**config.mk**
```make
export PLATFORM = sky130hd
export DESIGN_NAME = cbus_arbiter
export DESIGN_NICKNAME = d
export VERILOG_FILES = /design/src/rtl/cbus_arbiter.sv
export SDC_FILE = /design/constraint.sdc
export NUM_CORES = 1
export LEC_CHECK = 0
export CAP_MARGIN = 30
export CORE_AREA = 5 5 115 117
export CTS_CLUSTER_DIAMETER = 100
export DETAILED_ROUTE_END_ITERATION = 12
export DIE_AREA = 0 0 120 122
export GPL_TIMING_DRIVEN = 0
export HOLD_SLACK_MARGIN = 0.06
export PLACE_DENSITY_LB_ADDON = 0.1
export SYNTH_ARGS = -nofsm -noshare
export SYNTH_HDL_FRONTEND = slang
export SYNTH_SLANG_ARGS = --single-unit
```
**constraint.sdc**
```tcl
create_clock -name clk -period 1.1 [get_ports clk]
set_input_delay 0.22 -clock clk [delete_from_list [all_inputs] [get_ports clk]]
set_output_delay 0.22 -clock clk [all_outputs]
set_load 0.03 [all_outputs]
```
**src/rtl/cbus_arbiter.sv**
```systemverilog
// cbus_arbiter: round-robin arbiter that shares the single downstream cache
// bus between cache-side requesters (0 = ICache, 1 = DCache, ...). One owner
// holds the bus for a whole burst; response beats return only to that owner.
module cbus_arbiter #(
  parameter int NREQ = 2,
  parameter int IDXW = (NREQ > 1) ? $clog2(NREQ) : 1
) (
  input  logic                 clk,
  input  logic                 resetn,
  // Requester side
  input  logic [NREQ-1:0]      m_valid_i,
  input  logic [NREQ-1:0]      m_is_write_i,
  input  logic [NREQ*3-1:0]    m_size_i,
  input  logic [NREQ*32-1:0]   m_addr_i,
  input  logic [NREQ*4-1:0]    m_strobe_i,
  input  logic [NREQ*32-1:0]   m_data_i,
  input  logic [NREQ*4-1:0]    m_len_i,
  output logic [NREQ-1:0]      m_ready_o,
  output logic [NREQ-1:0]      m_last_o,
  output logic [31:0]          m_rdata_o,
  // Downstream cache bus
  output logic                 c_valid_o,
  output logic                 c_is_write_o,
  output logic [2:0]           c_size_o,
  output logic [31:0]          c_addr_o,
  output logic [3:0]           c_strobe_o,
  output logic [31:0]          c_data_o,
  output logic [3:0]           c_len_o,
  input  logic                 c_ready_i,
  input  logic                 c_last_i,
  input  logic [31:0]          c_rdata_i
);

  typedef enum logic {
    IDLE = 1'b0,
    BUSY = 1'b1
  } state_t;

  state_t            state_q, state_d;
  logic [IDXW-1:0]   owner_q, owner_d;
  logic [IDXW-1:0]   rr_ptr_q, rr_ptr_d;
  logic              found_s;
  logic [IDXW-1:0]   pick_s;

  // Index of the k-th requester in scan order starting at the round-robin pointer.
  function automatic logic [IDXW-1:0] rr_idx(input logic [IDXW-1:0] base, input int k);
    return IDXW'((int'(base) + k) % NREQ);
  endfunction

  // Round-robin pick: first valid requester scanning from rr_ptr upward, wrapping.
  always_comb begin
    found_s = 1'b0;
    pick_s  = '0;
    for (int k = 0; k < NREQ; k++) begin
      logic [IDXW-1:0] cand_s;
      logic            hit_s;
      cand_s  = rr_idx(rr_ptr_q, k);
      hit_s   = m_valid_i[cand_s] & ~found_s;
      pick_s  = hit_s ? cand_s : pick_s;
      found_s = found_s | hit_s;
    end
  end

  // Next-state: grant from IDLE, release on the final downstream handshake.
  always_comb begin
    state_d  = state_q;
    owner_d  = owner_q;
    rr_ptr_d = rr_ptr_q;
    case (state_q)
      IDLE: begin
        if (found_s) begin
          state_d = BUSY;
          owner_d = pick_s;
        end else begin
          state_d = IDLE;
        end
      end
      BUSY: begin
        if (c_ready_i && c_last_i) begin
          state_d  = IDLE;
          // The owner just served drops to lowest priority next time round.
          rr_ptr_d = (owner_q == IDXW'(NREQ - 1)) ? IDXW'(0) : owner_q + IDXW'(1);
        end else begin
          state_d = BUSY;
        end
      end
      default: begin
        state_d = IDLE;
      end
    endcase
  end

  // Output mux: route owner's request downstream and the handshake back to it only.
  always_comb begin
    c_valid_o    = 1'b0;
    c_is_write_o = 1'b0;
    c_size_o     = 3'd0;
    c_addr_o     = 32'd0;
    c_strobe_o   = 4'd0;
    c_data_o     = 32'd0;
    c_len_o      = 4'd0;
    m_ready_o    = '0;
    m_last_o     = '0;
    m_rdata_o    = c_rdata_i;
    case (state_q)
      IDLE: begin
        c_valid_o = 1'b0;
      end
      BUSY: begin
        // A dropped m_valid from the owner simply shows up as c_valid=0.
        c_valid_o    = m_valid_i[owner_q];
        c_is_write_o = m_is_write_i[owner_q];
        c_size_o     = m_size_i[int'(owner_q)*3 +: 3];
        c_addr_o     = m_addr_i[int'(owner_q)*32 +: 32];
        c_strobe_o   = m_strobe_i[int'(owner_q)*4 +: 4];
        c_data_o     = m_data_i[int'(owner_q)*32 +: 32];
        c_len_o      = m_len_i[int'(owner_q)*4 +: 4];
        for (int i = 0; i < NREQ; i++) begin
          m_ready_o[i] = (owner_q == IDXW'(i)) & c_ready_i;
          m_last_o[i]  = (owner_q == IDXW'(i)) & c_last_i;
        end
      end
      default: begin
        c_valid_o = 1'b0;
      end
    endcase
  end

  // State, owner and round-robin pointer registers with synchronous active-low reset.
  always_ff @(posedge clk) begin
    if (!resetn) begin
      state_q  <= IDLE;
      owner_q  <= '0;
      rr_ptr_q <= '0;
    end else begin
      state_q  <= state_d;
      owner_q  <= owner_d;
      rr_ptr_q <= rr_ptr_d;
    end
  end

endmodule

```
==> summary.md <==
| Metric | Value |
|---|---|
| Status | complete, but fails checks |
| Failing checks | setup timing |
| CTS root buf | clkbuf_16 |
| Fin worst setup slack | -638 ps |
| End of the worst register-to-register path | owner_q |
| Iter 0 DRT Violations | 41 |
| Nets | around 730 |
| Setup Viol. Count Final | 81 |
| Number of antenna-violating nets in the routed design | 0 |
| Seq/Total Area, Yosys | 0.0379 |
| RSZ-0062 raised after global routing | true |
| First-pass GRT wire length | 14,700 um |
| FMAX | 575 MHz |
| Critical Path Start Type | flip-flop |
| Final WL | 11,100 um |
| Synthesized area per cell | 7.08 um2 |
| Pwr/cell area | approximately 630 nW/um2 |
| Cell Rows | 41 |
| Routed WL per cell | 16.2 um |
| Worst r2r path cells | 5 |
| Longest Clk Path Bufs | 2 |
| Starting utilization of the core area | 0.129 |
| Vias per cell | 4.10 |
| Reg-to-reg slack, setup | around 70 ps |
| Drt first pass iters | 4 |
| Hold path endpoint | rr_ptr_q |
| Layout cells sized above 1 | 0.659 |
| CTS tree | yes |
| Synth Net Count | 414 |
| Ports | 303 |
| Req. time, crit path | about 900 ps |
| Initial antenna violation count | 0 |
| FF-to-FF Start | state_q |
| Cell count after synthesis | 224 |
| Slew Viols, Final | 0 |
| Vias | ~2,800 |
| GPL Wtd Cong | 0.738 |
| Hold Path Class | reg2reg |
| Slew margin rel. | 0.779 |
| GRT Total Usage | 0.124 |
| Vias in the first global route | 2,877 |
| Port buffer count | 270 |
| H-tree Lvls | 1 |
| Core ar. | 12,300 um2 |
| Largest net degree at the start of global routing | 11 |
| Hold path cells | 2 |
| Die area | approximately 15,000 um2 |
| Chip Width | approximately 120 um |
| Pwr Total | 4.31 mW |
| Synth cell types | 17 |
| Yosys reg bits | 3 |
| # DRC | 0 |
| Post-Syn Area | 1590 um2 |
| Inst Count DP | 644 |
| Fin. Hold Viols | 0 |
| Least-Margin Pin Slew | ~330 ps |
| Grt ovf | 0 |
| CTS Hold Bufs | 0 |
| Critical hold path startpoint | rr_ptr_q |
| Max FO, Critical Path | 6 |
| Lkg Pwr | 2.51 nW |
| Commonest non-fill, non-tap cell in the layout | clkdlybuf4s50_1 |
| Ant. Diodes | 0 |
| Kind of critical path | reg2out |
| Clock latency on the worst-skew pair | 220 ps |
| Die height | 122 um |
| Most frequent cells in the layout | clkdlybuf4s50_1 (157), nor2_4 (73), buf_6 (71), buf_4 (68), mux2i_4 (66) |
| Max Cap Viol | 0 |
| HPWL Detailed | approximately 8500 um |
| Finished Layout Cells | 684 |
| Critical path arrival | 1520 ps |
| CTS Buf Count | 3 |
| Clock transition at path regs | 30 ps |
| Crit path time final | 1740 ps |
| Fin crit share | 1.58 |
| Yosys warnings | 0 |
| VDD IR max | 0.000383 V |
| Clock sink total | 3 |
| Fin Hold WS | 508 ps |
| Crit. End Element | output port |
| Clk_skew | 2.76 ps |
| Layout area overhead | 330% |
## layout make-up
cell class              count  area [um2]
clock buffers               4        78.8
multi-input cells         169        2580
flip-flops and latches      3        63.8
inverters                   2        15.0
well taps                 150         188
fillers                  1034        5440
plain buffers              50         591
repair buffers            306        3310
## power by group
part	switching [mW]	total [mW]	internal, mW
clock	0.0939	0.572	0.478
combinational	1.62	3.61	1.99
sequential	0.00844	0.125	0.116
total	1.73	4.31	2.58
## kinds of logic (layout without fill, tap and decap cells)
group,Yosys count,in the layout,synth area share
simple gates,85,85,0.204
buf+inv,52,362,0.244
flops,3,3,0.0379
mux,77,77,0.486
compound gates,7,7,0.0284
## cell usage after synthesis
cell type	n	area [um2]
o21ai_0	1	5.00
nor2_1	80	300
inv_2	1	3.75
buf_2	3	15.0
a21boi_1	1	7.51
nand2_1	3	11.3
a31oi_1	2	12.5
mux2i_1	77	771
clkbuf_1	4	15.0
dfxtp_1	3	60.1
buf_6	7	78.8
inv_1	1	3.75
buf_4	36	270
o21ai_1	1	5.00
o211ai_1	1	7.51
o31ai_1	1	7.51
and3_1	2	12.5
## critical path, stage by stage (launching register included)
cell	delay, ps
dfxtp_4	400
buf_12	160
buf_16	150
buf_12	150
mux2i_4	250
nor2_4	50
buf_6	130
## worst max path at each step
stage / from / endpoint / slack [ps]
after global placement: state_q / c_addr_o[26] / -860
after floorplan: owner_q / c_addr_o[0] / -120
final: owner_q / c_addr_o[25] / -640
after global routing: owner_q / c_addr_o[20] / -700
after CTS: owner_q / c_addr_o[7] / -670
after detailed placement: state_q / c_addr_o[14] / -850
## per-stage QoR
step | util | TNS, ps | setup slack (ps) | cell area [um2]
2_1_floorplan | - | -7860 | -118 | 2370
3_3_place_gp | 0.429 | -65090 | -857 | 5260
3_5_place_dp | 0.429 | -65340 | -855 | 5260
4_1_cts | 0.468 | -50610 | -666 | 5730
5_1_grt | 0.556 | -48060 | -699 | 6820
6_report | 0.556 | -43970 | -638 | 6820
## what timing repair did
item,4_1_cts,5_1_grt
setup endpoints to repair,114,82
setup buffers,1,27
pin swaps,0,12
gates resized for setup,366,362
cloned,0,8
endpoints found under the hold margin,0,0
## registers in the layout (all words and copies together) (netlist names)
| signal | count |
|---|---|
| owner_q | 1 |
| rr_ptr_q | 1 |
| state_q | 1 |
## routing by layer
| metal | part of all wire | track usage |
|---|---|---|
| met1 | 0.32 | 0.124 |
| met2 | 0.55 | 0.238 |
| met3 | 0.12 | 0.0571 |
| met4 | 0.013 | 0.0200 |
| met5 | 0 | 0 |
(Power assumes the default switching activity.)
